**src/rtl/switch_mcu_pkg.sv**
```systemverilog
// Shared switch MCU core types: register data/address widths and the x0 index.
// Latency: none (types and constants only).
// Backpressure: none.
package switch_mcu_pkg;

  localparam int XLEN    = 32;
  localparam int REG_AW  = 5;
  localparam int REG_NUM = 1 << REG_AW;

  typedef logic [XLEN-1:0]   xlen_t;
  typedef logic [REG_AW-1:0] reg_addr_t;

  localparam reg_addr_t REG_ZERO = 5'd0;

endpackage

```
**src/rtl/switch_mcu_regfile_if.sv**
```systemverilog
// Register-file access bundle between the ALU units (master) and the regfile (slave).
// Latency: none (wires only).
// Backpressure: none; reads and writes are always accepted.
interface switch_mcu_regfile_if #(
  parameter int XLEN   = 32,
  parameter int REG_AW = 5
);

  logic              in_ren_1;
  logic [REG_AW-1:0] in_raddr_1;
  logic [XLEN-1:0]   out_rdata_1;
  logic              out_rvalid_1;

  logic              in_ren_2;
  logic [REG_AW-1:0] in_raddr_2;
  logic [XLEN-1:0]   out_rdata_2;
  logic              out_rvalid_2;

  logic              in_wen;
  logic [REG_AW-1:0] in_waddr;
  logic [XLEN-1:0]   in_wdata;

  modport master (
    output in_ren_1, in_raddr_1, in_ren_2, in_raddr_2,
    output in_wen, in_waddr, in_wdata,
    input  out_rdata_1, out_rvalid_1, out_rdata_2, out_rvalid_2
  );

  modport slave (
    input  in_ren_1, in_raddr_1, in_ren_2, in_raddr_2,
    input  in_wen, in_waddr, in_wdata,
    output out_rdata_1, out_rvalid_1, out_rdata_2, out_rvalid_2
  );

endinterface

```
**src/rtl/switch_mcu_regfile_rport.sv**
```systemverilog
// One registered read port: x0 mux, optional same-edge write forwarding, data/valid flops.
// Latency: 1 cycle from request edge to rdata/rvalid; rdata holds when no request.
// Backpressure: none; every request edge reloads the port.
// Forwarding is compiled in when SWITCH_MCU_REGFILE_BYPASS_EN is defined (else read-first).
module switch_mcu_regfile_rport
  import switch_mcu_pkg::*;
#(
  parameter int XLEN   = switch_mcu_pkg::XLEN,
  parameter int REG_AW = switch_mcu_pkg::REG_AW
) (
  input  logic                          in_clk,
  input  logic                          in_rst,
  input  logic                          ren,
  input  logic [REG_AW-1:0]             raddr,
  input  logic [(1<<REG_AW)*XLEN-1:0]   regs_flat,
  input  logic                          byp_wen,
  input  logic [REG_AW-1:0]             byp_waddr,
  input  logic [XLEN-1:0]               byp_wdata,
  output logic [XLEN-1:0]               rdata,
  output logic                          rvalid
);

  logic [XLEN-1:0] rd_next;
  logic            is_zero;

  assign is_zero = (raddr == REG_AW'(REG_ZERO));

`ifndef SWITCH_MCU_REGFILE_BYPASS_EN
  // Read-first build: the write bus is not consulted by the read path.
  logic unused_byp;
  assign unused_byp = ^{byp_wen, byp_waddr, byp_wdata};
`endif

  // Select the value this port loads: x0 is always zero, optionally forward a same-edge write.
  always_comb begin
    rd_next = regs_flat[int'(raddr)*XLEN +: XLEN];
    if (is_zero) begin
      rd_next = '0;
    end
`ifdef SWITCH_MCU_REGFILE_BYPASS_EN
    if (byp_wen && (byp_waddr == raddr) && !is_zero) begin
      rd_next = byp_wdata;
    end
`endif
  end

  // Output flops: data reloads only on request so ALU units can sample it later.
  always_ff @(posedge in_clk or negedge in_rst) begin
    if (!in_rst) begin
      rdata  <= '0;
      rvalid <= 1'b0;
    end else begin
      rvalid <= ren;
      if (ren) begin
        rdata <= rd_next;
      end
    end
  end

endmodule

```
**src/rtl/switch_mcu_regfile.sv**
```systemverilog
// Switch MCU integer register file: x1..x31 flops, x0 reads zero, two registered read ports.
// Latency: write visible to reads sampled one edge later; reads return 1 cycle after request.
// Backpressure: none. Same-edge read/write forwarding under SWITCH_MCU_REGFILE_BYPASS_EN.
module switch_mcu_regfile #(
  parameter int XLEN   = switch_mcu_pkg::XLEN,
  parameter int REG_AW = switch_mcu_pkg::REG_AW
) (
  input  logic                 in_clk,
  input  logic                 in_rst,
  switch_mcu_regfile_if.slave  bus
);

  import switch_mcu_pkg::*;

  localparam int NREG = 1 << REG_AW;

  logic [XLEN-1:0]      regs [1:NREG-1];
  logic [NREG*XLEN-1:0] regs_flat;

  // Write decoder: one-hot enable per stored register; x0 has no storage so its writes vanish.
  always_ff @(posedge in_clk or negedge in_rst) begin
    if (!in_rst) begin
      for (int i = 1; i < NREG; i++) begin
        regs[i] <= '0;
      end
    end else begin
      for (int i = 1; i < NREG; i++) begin
        if (bus.in_wen && (bus.in_waddr == REG_AW'(i)) && (bus.in_waddr != REG_AW'(REG_ZERO))) begin
          regs[i] <= bus.in_wdata;
        end
      end
    end
  end

  // Flatten storage for the read ports; slot 0 is a constant zero.
  always_comb begin
    regs_flat = '0;
    for (int i = 1; i < NREG; i++) begin
      regs_flat[i*XLEN +: XLEN] = regs[i];
    end
  end

  switch_mcu_regfile_rport #(.XLEN(XLEN), .REG_AW(REG_AW)) u_rport_1 (
    .in_clk    (in_clk),
    .in_rst    (in_rst),
    .ren       (bus.in_ren_1),
    .raddr     (bus.in_raddr_1),
    .regs_flat (regs_flat),
    .byp_wen   (bus.in_wen),
    .byp_waddr (bus.in_waddr),
    .byp_wdata (bus.in_wdata),
    .rdata     (bus.out_rdata_1),
    .rvalid    (bus.out_rvalid_1)
  );

  switch_mcu_regfile_rport #(.XLEN(XLEN), .REG_AW(REG_AW)) u_rport_2 (
    .in_clk    (in_clk),
    .in_rst    (in_rst),
    .ren       (bus.in_ren_2),
    .raddr     (bus.in_raddr_2),
    .regs_flat (regs_flat),
    .byp_wen   (bus.in_wen),
    .byp_waddr (bus.in_waddr),
    .byp_wdata (bus.in_wdata),
    .rdata     (bus.out_rdata_2),
    .rvalid    (bus.out_rvalid_2)
  );

endmodule

```
**src/flat_wrapper.sv**
```systemverilog
// flat-port wrapper written by rule: the top's interface ports become plain ports
module switch_mcu_regfile_flat import switch_mcu_pkg::*;
#(
  parameter int XLEN   = switch_mcu_pkg::XLEN,
  parameter int REG_AW = switch_mcu_pkg::REG_AW
)
  (in_clk, in_rst, bus_in_ren_1, bus_in_raddr_1, bus_in_ren_2, bus_in_raddr_2, bus_in_wen, bus_in_waddr, bus_in_wdata, bus_out_rdata_1, bus_out_rvalid_1, bus_out_rdata_2, bus_out_rvalid_2);
  switch_mcu_regfile_if #(.XLEN(XLEN), .REG_AW(REG_AW)) bus_i ();
  input  logic in_clk;
  input  logic in_rst;
  input wire logic [$bits(bus_i.in_ren_1)-1:0] bus_in_ren_1;
  input wire logic [$bits(bus_i.in_raddr_1)-1:0] bus_in_raddr_1;
  input wire logic [$bits(bus_i.in_ren_2)-1:0] bus_in_ren_2;
  input wire logic [$bits(bus_i.in_raddr_2)-1:0] bus_in_raddr_2;
  input wire logic [$bits(bus_i.in_wen)-1:0] bus_in_wen;
  input wire logic [$bits(bus_i.in_waddr)-1:0] bus_in_waddr;
  input wire logic [$bits(bus_i.in_wdata)-1:0] bus_in_wdata;
  output wire logic [$bits(bus_i.out_rdata_1)-1:0] bus_out_rdata_1;
  output wire logic [$bits(bus_i.out_rvalid_1)-1:0] bus_out_rvalid_1;
  output wire logic [$bits(bus_i.out_rdata_2)-1:0] bus_out_rdata_2;
  output wire logic [$bits(bus_i.out_rvalid_2)-1:0] bus_out_rvalid_2;
  assign bus_i.in_ren_1 = bus_in_ren_1;
  assign bus_i.in_raddr_1 = bus_in_raddr_1;
  assign bus_i.in_ren_2 = bus_in_ren_2;
  assign bus_i.in_raddr_2 = bus_in_raddr_2;
  assign bus_i.in_wen = bus_in_wen;
  assign bus_i.in_waddr = bus_in_waddr;
  assign bus_i.in_wdata = bus_in_wdata;
  assign bus_out_rdata_1 = bus_i.out_rdata_1;
  assign bus_out_rvalid_1 = bus_i.out_rvalid_1;
  assign bus_out_rdata_2 = bus_i.out_rdata_2;
  assign bus_out_rvalid_2 = bus_i.out_rvalid_2;
  switch_mcu_regfile #(.XLEN(XLEN), .REG_AW(REG_AW)) u_core (.in_clk(in_clk), .in_rst(in_rst), .bus(bus_i));
endmodule
```
**config.mk**
```make
export PLATFORM = sky130hd
export DESIGN_NAME = switch_mcu_regfile_flat
export DESIGN_NICKNAME = d
export VERILOG_FILES = /design/src/rtl/switch_mcu_pkg.sv /design/src/rtl/switch_mcu_regfile_if.sv /design/src/rtl/switch_mcu_regfile_rport.sv /design/src/rtl/switch_mcu_regfile.sv /design/src/flat_wrapper.sv
export SDC_FILE = /design/constraint.sdc
export NUM_CORES = 2
export LEC_CHECK = 0
export CAP_MARGIN = 20
export CORE_ASPECT_RATIO = 1.75
export CORE_UTILIZATION = 54
export DETAILED_ROUTE_END_ITERATION = 10
export PLACE_DENSITY = 0.82
export REMOVE_ABC_BUFFERS = 1
export SYNTH_ARGS = -nofsm -noshare
export SYNTH_HDL_FRONTEND = slang
export SYNTH_SLANG_ARGS = --single-unit
```
**constraint.sdc**
```tcl
create_clock -name in_clk -period 4.3 [get_ports in_clk]
set_clock_uncertainty 0.2 [all_clocks]
set_input_delay 0.645 -clock in_clk [delete_from_list [all_inputs] [get_ports in_clk]]
set_output_delay 0.645 -clock in_clk [all_outputs]
set_load 0.02 [all_outputs]
```
After elaboration in Yosys (flattened, before gate mapping)

Index checks and enable logic that the tools add are counted.

Logic and storage cells: 135
Flip-flop bits (word level): 1,058
Output and inout bits: 66
Input port bits: 52

Reductions and logical operators: 65
Equal/unequal tests: 31
Mux-type cells: 2
Shift-type cells: 2

Operators by type and width:

| cell                | count |
|---|---|
| $shiftx 1024x11->32 | 2 |
| $eq 5x5->1 const B  | 16 |
| $mux 32             | 2 |
| $logic_and 1x1->1   | 62 |
| $eq 5x4->1 const B  | 8 |
| $eq 5x3->1 const B  | 4 |
| $eq 5x2->1 const B  | 2 |
| $logic_not 5->1     | 2 |
| $eq 5x1->1 const B  | 1 |
| $reduce_bool 5->1   | 1 |

Depth between registers and ports, before layout

Depth after elaboration: 3
Gate-level depth with buffers: 9
Mapped depth without buffers: 4

Hierarchy

A second synthesis with hierarchy kept.

Cell total of the unflattened synthesis: 3,942
Area total of the unflattened synthesis: 55,951.2 um^2

By module, submodules not included:

| module                   | cells an instance | instances | area an instance (um^2) |
|---|---|---|---|
| switch_mcu_regfile       | 2,224             | 1         | 37,155.6 |
| switch_mcu_regfile_rport | 859               | 2         | 9,397.8 |

Worst setup path before layout

OpenSTA, ideal clock, no wires.

Path type: input -> register
From: input bus_in_raddr_2[0]
To: register u_core.u_rport_2.rdata[10]
Setup slack: 1.714 ns
Data arrival time: 2.260 ns
Path buffers: 3
Cell stages on the path: 7
Cells stage by stage: buf_2 -> buf_4 -> buf_2 -> mux4_2 -> mux2_2 -> a32oi_1 -> nand3_1

Longest elaborated chain between the ends: 2

RTL lines:

| element                                                       | line                                                           | source |
|---|---|---|
| start: declaration                                            | flat_wrapper.sv:14                                             | `input wire logic [$bits(bus_i.in_raddr_2)-1:0] bus_in_raddr_2;` |
| $shiftx 1024x11->32 / $logic_not 5->1 (equally long branches) | switch_mcu_regfile_rport.sv:36, switch_mcu_regfile_rport.sv:26 |  |
| $mux 32 *                                                     | switch_mcu_regfile_rport.sv:37                                 | `if (is_zero) begin` |
| end signal: assignment                                        | switch_mcu_regfile_rport.sv:55                                 | `rdata <= rd_next;` |
| end: declaration                                              | switch_mcu_regfile_rport.sv:19                                 | `output logic [XLEN-1:0] rdata,` |

Every way passes the cells marked *; elsewhere a longest branch is shown, timed or not.
A chain may end at the register's enable or synchronous reset.

Worst setup path after layout

From: input bus_in_waddr[0]
To: register u_core.regs[603] in the netlist's numbering

Longest elaborated chain between the ends: 3

RTL lines:

| element                        | line                     | source |
|---|---|---|
| start: declaration             | flat_wrapper.sv:16       | `input wire logic [$bits(bus_i.in_waddr)-1:0] bus_in_waddr;` |
| $eq 5x4->1                     | switch_mcu_regfile.sv:28 | `if (bus.in_wen && (bus.in_waddr == REG_AW'(i)) && (bus.in_waddr != REG_AW'(REG_ZERO))) begin` |
| $logic_and 1x1->1              | switch_mcu_regfile.sv:28 |  |
| $logic_and 1x1->1 *            | switch_mcu_regfile.sv:28 |  |
| end signal: indexed assignment | switch_mcu_regfile.sv:29 | `regs[i] <= bus.in_wdata;` |
| end: declaration               | switch_mcu_regfile.sv:17 | `logic [XLEN-1:0] regs [1:NREG-1];` |

Marks and branches as above.

==> impl_metrics.env <==
export IMPL_result_of_the_run="finished clean"
export IMPL_critical_path_arrival_ns=3.21
export IMPL_globalRoute_totalOverflow=0
export IMPL_floorplan_die_width_microns=244
export IMPL_max_freq_mhz=355
export IMPL_worst_pin_slew_ns=1.12
export IMPL_maxSlewHeadroom_pct=25.0
export IMPL_post_synth_cell_area_avg_sq_um=15.2
export IMPL_drc=0
export IMPL_p_leak_nw=26.3
export IMPL_cts_inserted_buffers=92
export IMPL_placement_rows=155
export IMPL_tritoncts="yes"
export IMPL_period_share_pct=65.5
export IMPL_grt_total_usage_pct=32.0
export IMPL_coreArea_sq_um=102000
export IMPL_clkTransAtPathRegs_ns=0.07
export IMPL_clk_latency_ns=0.72
export IMPL_yosysUniqueCellTypes=40
export IMPL_setup_worst_path_end_class="flop"
export IMPL_seq_area_frac_synth_pct=47.7
export IMPL_via_per_inst=7.12
export IMPL_place_hpwl_microns=99200
export IMPL_clock_tree_htree_level_count=3
export IMPL_max_cap_viol_count=0
export IMPL_layout_area_overhead_vs_synth_pct=11.0
export IMPL_share_of_cells_above_drive_strength_1_pct=52.0
export IMPL_period_minus_slack_ns=2.82
export IMPL_crit_fanout=17
export IMPL_grt_pass1_wl_microns=247000
export IMPL_antenna_found_initial=1
export IMPL_hp_class="in -> reg"
export IMPL_final_hold_fails=0
export IMPL_num_nets_final=3672
export IMPL_post_place_ws_ns=0.781
export IMPL_clock_tree_buffer_depth=3
export IMPL_areal_power_density_over_the_cells_nw_per_um2=459
export IMPL_drt_iter0_markers=3667
export IMPL_dieHeight_microns=426
export IMPL_cts_resized=0
export IMPL_worstSetupStartpointType="primary input"
export IMPL_worst_r2r_path_depth=4
export IMPL_synth_warning_count=0
export IMPL_num_vias=35836
export IMPL_postCtsSetupRepairBufs=0
export IMPL_postLayoutSetupSlackWorst_ns=1.48
export IMPL_postLayoutCoreUtil_pct=60.4
export IMPL_timing_worst_setup_path_type="in -> reg"
export IMPL_placement_io_buffers=117
export IMPL_number_of_global_route_vias_before_repair=38556
export IMPL_postSynthCellCount=3651
export IMPL_dr_pass1_iters=7
export IMPL_gp_routability_congestion=0.852
export IMPL_maxSlewViolCount=0
export IMPL_total_power_w=0.0283
export IMPL_whs_ns=0.150
export IMPL_finalSetupViolCount=0
export IMPL_area_of_the_mapped_netlist_sq_um=55500
export IMPL_top_level_ports=118
export IMPL_yosys_register_bits=1058
export IMPL_ant_nets=0
export IMPL_power_ir_vdd_worst_mv=0.334
export IMPL_min_path_cells=3
export IMPL_maximum_number_of_pins_on_one_net_before_global_route_repair=110
export IMPL_start_util_pct=54.4
export IMPL_worst_endpoint_required_ns=4.69
export IMPL_rsz0062_at_grt="no"
export IMPL_final_cells=5031
export IMPL_root_buffer="sky130_fd_sc_hd__clkbuf_16"
export IMPL_die_area_sq_um=104000
export IMPL_tritoncts_num_sinks=1058
export IMPL_detail_route_wirelength_microns=163000
export IMPL_holdBufCountCts=1
export IMPL_placed_cells=4850
export IMPL_routed_wire_length_per_instance_microns=32.4
## layout make-up
class                           count  area [sq um]
Fill cell                        7498         40400
Sequential cell                  1058         26500
Timing Repair Buffer              278          2890
Inverter                            6          25.0
Clock inverter                     35           458
Antenna cell                        1          2.50
Clock buffer                      135          2680
Multi-Input combinational cell   2184         27400
Tap cell                         1334          1670
## synth_stat cells
| master | number | area (sq um) |
|---|---|---|
| sky130_fd_sc_hd__or3_1 | 1 | 6.26 |
| sky130_fd_sc_hd__a211oi_1 | 39 | 293 |
| sky130_fd_sc_hd__nand3_1 | 63 | 315 |
| sky130_fd_sc_hd__a221o_1 | 63 | 631 |
| sky130_fd_sc_hd__mux2_2 | 1113 | 12500 |
| sky130_fd_sc_hd__a21oi_1 | 25 | 125 |
| sky130_fd_sc_hd__or2_2 | 1 | 6.26 |
| sky130_fd_sc_hd__nand3b_1 | 1 | 7.51 |
| sky130_fd_sc_hd__nor4b_2 | 1 | 15.0 |
| sky130_fd_sc_hd__mux2i_1 | 72 | 721 |
| sky130_fd_sc_hd__o22ai_1 | 9 | 56.3 |
| sky130_fd_sc_hd__nor2_1 | 12 | 45.0 |
| sky130_fd_sc_hd__nand2_1 | 22 | 82.6 |
| sky130_fd_sc_hd__buf_2 | 97 | 485 |
| sky130_fd_sc_hd__mux2_1 | 6 | 67.6 |
| sky130_fd_sc_hd__mux4_2 | 444 | 10000 |
| sky130_fd_sc_hd__nor4bb_1 | 1 | 10.0 |
| sky130_fd_sc_hd__nor3_1 | 5 | 25.0 |
| sky130_fd_sc_hd__inv_1 | 5 | 18.8 |
| sky130_fd_sc_hd__nor3b_1 | 2 | 15.0 |
| sky130_fd_sc_hd__dfrtp_1 | 1058 | 26500 |
| sky130_fd_sc_hd__nand2b_1 | 100 | 626 |
| sky130_fd_sc_hd__buf_4 | 11 | 82.6 |
| sky130_fd_sc_hd__inv_2 | 1 | 3.75 |
| sky130_fd_sc_hd__a311o_1 | 1 | 10.0 |
| sky130_fd_sc_hd__a32oi_1 | 30 | 263 |
| sky130_fd_sc_hd__buf_6 | 19 | 214 |
| sky130_fd_sc_hd__o41ai_1 | 34 | 298 |
| sky130_fd_sc_hd__nor2b_1 | 38 | 238 |
| sky130_fd_sc_hd__a221oi_1 | 33 | 289 |
| sky130_fd_sc_hd__o21a_1 | 33 | 248 |
| sky130_fd_sc_hd__buf_1 | 64 | 240 |
| sky130_fd_sc_hd__and3b_1 | 3 | 26.3 |
| sky130_fd_sc_hd__o31ai_1 | 1 | 7.51 |
| sky130_fd_sc_hd__clkbuf_1 | 212 | 796 |
| sky130_fd_sc_hd__a32o_1 | 1 | 10.0 |
| sky130_fd_sc_hd__and2_1 | 2 | 12.5 |
| sky130_fd_sc_hd__nor4b_1 | 1 | 8.76 |
| sky130_fd_sc_hd__o221ai_1 | 26 | 228 |
| sky130_fd_sc_hd__and3_1 | 1 | 6.26 |
## cells in the final DEF (no fill, tap or decap), types with 35 or more instances in the layout
master,n
sky130_fd_sc_hd__mux2i_1,72
sky130_fd_sc_hd__clkdlybuf4s50_1,104
sky130_fd_sc_hd__nor2b_1,35
sky130_fd_sc_hd__a211oi_1,39
sky130_fd_sc_hd__clkbuf_16,93
sky130_fd_sc_hd__nand2b_1,97
sky130_fd_sc_hd__dfrtp_1,1058
sky130_fd_sc_hd__buf_4,122
sky130_fd_sc_hd__mux4_2,444
sky130_fd_sc_hd__a221o_1,63
sky130_fd_sc_hd__nand3_1,61
sky130_fd_sc_hd__mux2_2,1113
## stage by stage
| stage | setup TNS [ns] | area (sq um) |
|---|---|---|
| final | 0 | 61600 |
| after global routing | 0 | 61600 |
| after CTS | 0 | 61400 |
| after detailed placement | 0 | 58300 |
| after global placement | 0 | 58300 |
| after floorplan | -0.446 | 53700 |
## critical path: stages
cell                              delay (ns)
sky130_fd_sc_hd__clkdlybuf4s50_1        0.66
sky130_fd_sc_hd__nand2b_1               0.30
sky130_fd_sc_hd__nor2_1                 0.39
sky130_fd_sc_hd__nand2_2                0.52
sky130_fd_sc_hd__buf_4                  0.40
sky130_fd_sc_hd__mux2_2                 0.28
## report_power, final
| group | leakage, nW | internal, W | total (W) | switching [W] |
|---|---|---|---|---|
| combinational | 11.3 | 0.00369 | 0.00601 | 0.00233 |
| sequential | 13.5 | 0.0119 | 0.0134 | 0.00154 |
| clock | 1.52 | 0.00489 | 0.00883 | 0.00393 |
## metal layers
metal	GRT usage, %	wire length, microns
met1	38.2	57100
met5	0	0
met3	6.04	13000
met2	52.6	80700
met4	21.8	12200
## worst paths after layout
kind                                            start                    endpoint  slack (ns)
setup / recovery                      bus_in_waddr[0]            u_core.regs[603]        1.48
hold / removal                           bus_in_ren_2  u_core.u_rport_2.rdata[18]        0.15
setup reg to reg                     u_core.regs[685]  u_core.u_rport_1.rdata[13]        1.98
hold reg to reg            u_core.u_rport_2.rdata[24]  u_core.u_rport_2.rdata[24]        0.30
max in group asynchronous                      in_rst            u_core.regs[656]        2.34
min in group asynchronous                      in_rst            u_core.regs[150]        0.30
## state kept, by name, summed over array words and instances, names as in the netlist
signal	cells
u_core.u_rport_2.rdata	32
u_core.u_rport_2.rvalid	1
u_core.u_rport_1.rdata	32
u_core.regs	992
u_core.u_rport_1.rvalid	1
## cell families after synthesis
family / synth area share [%]
mux: 42.0
flops: 47.7
buf+inv: 3.31
compound gates: 4.42
simple gates: 2.60
Note: power is estimated with default switching activity, not from simulation.
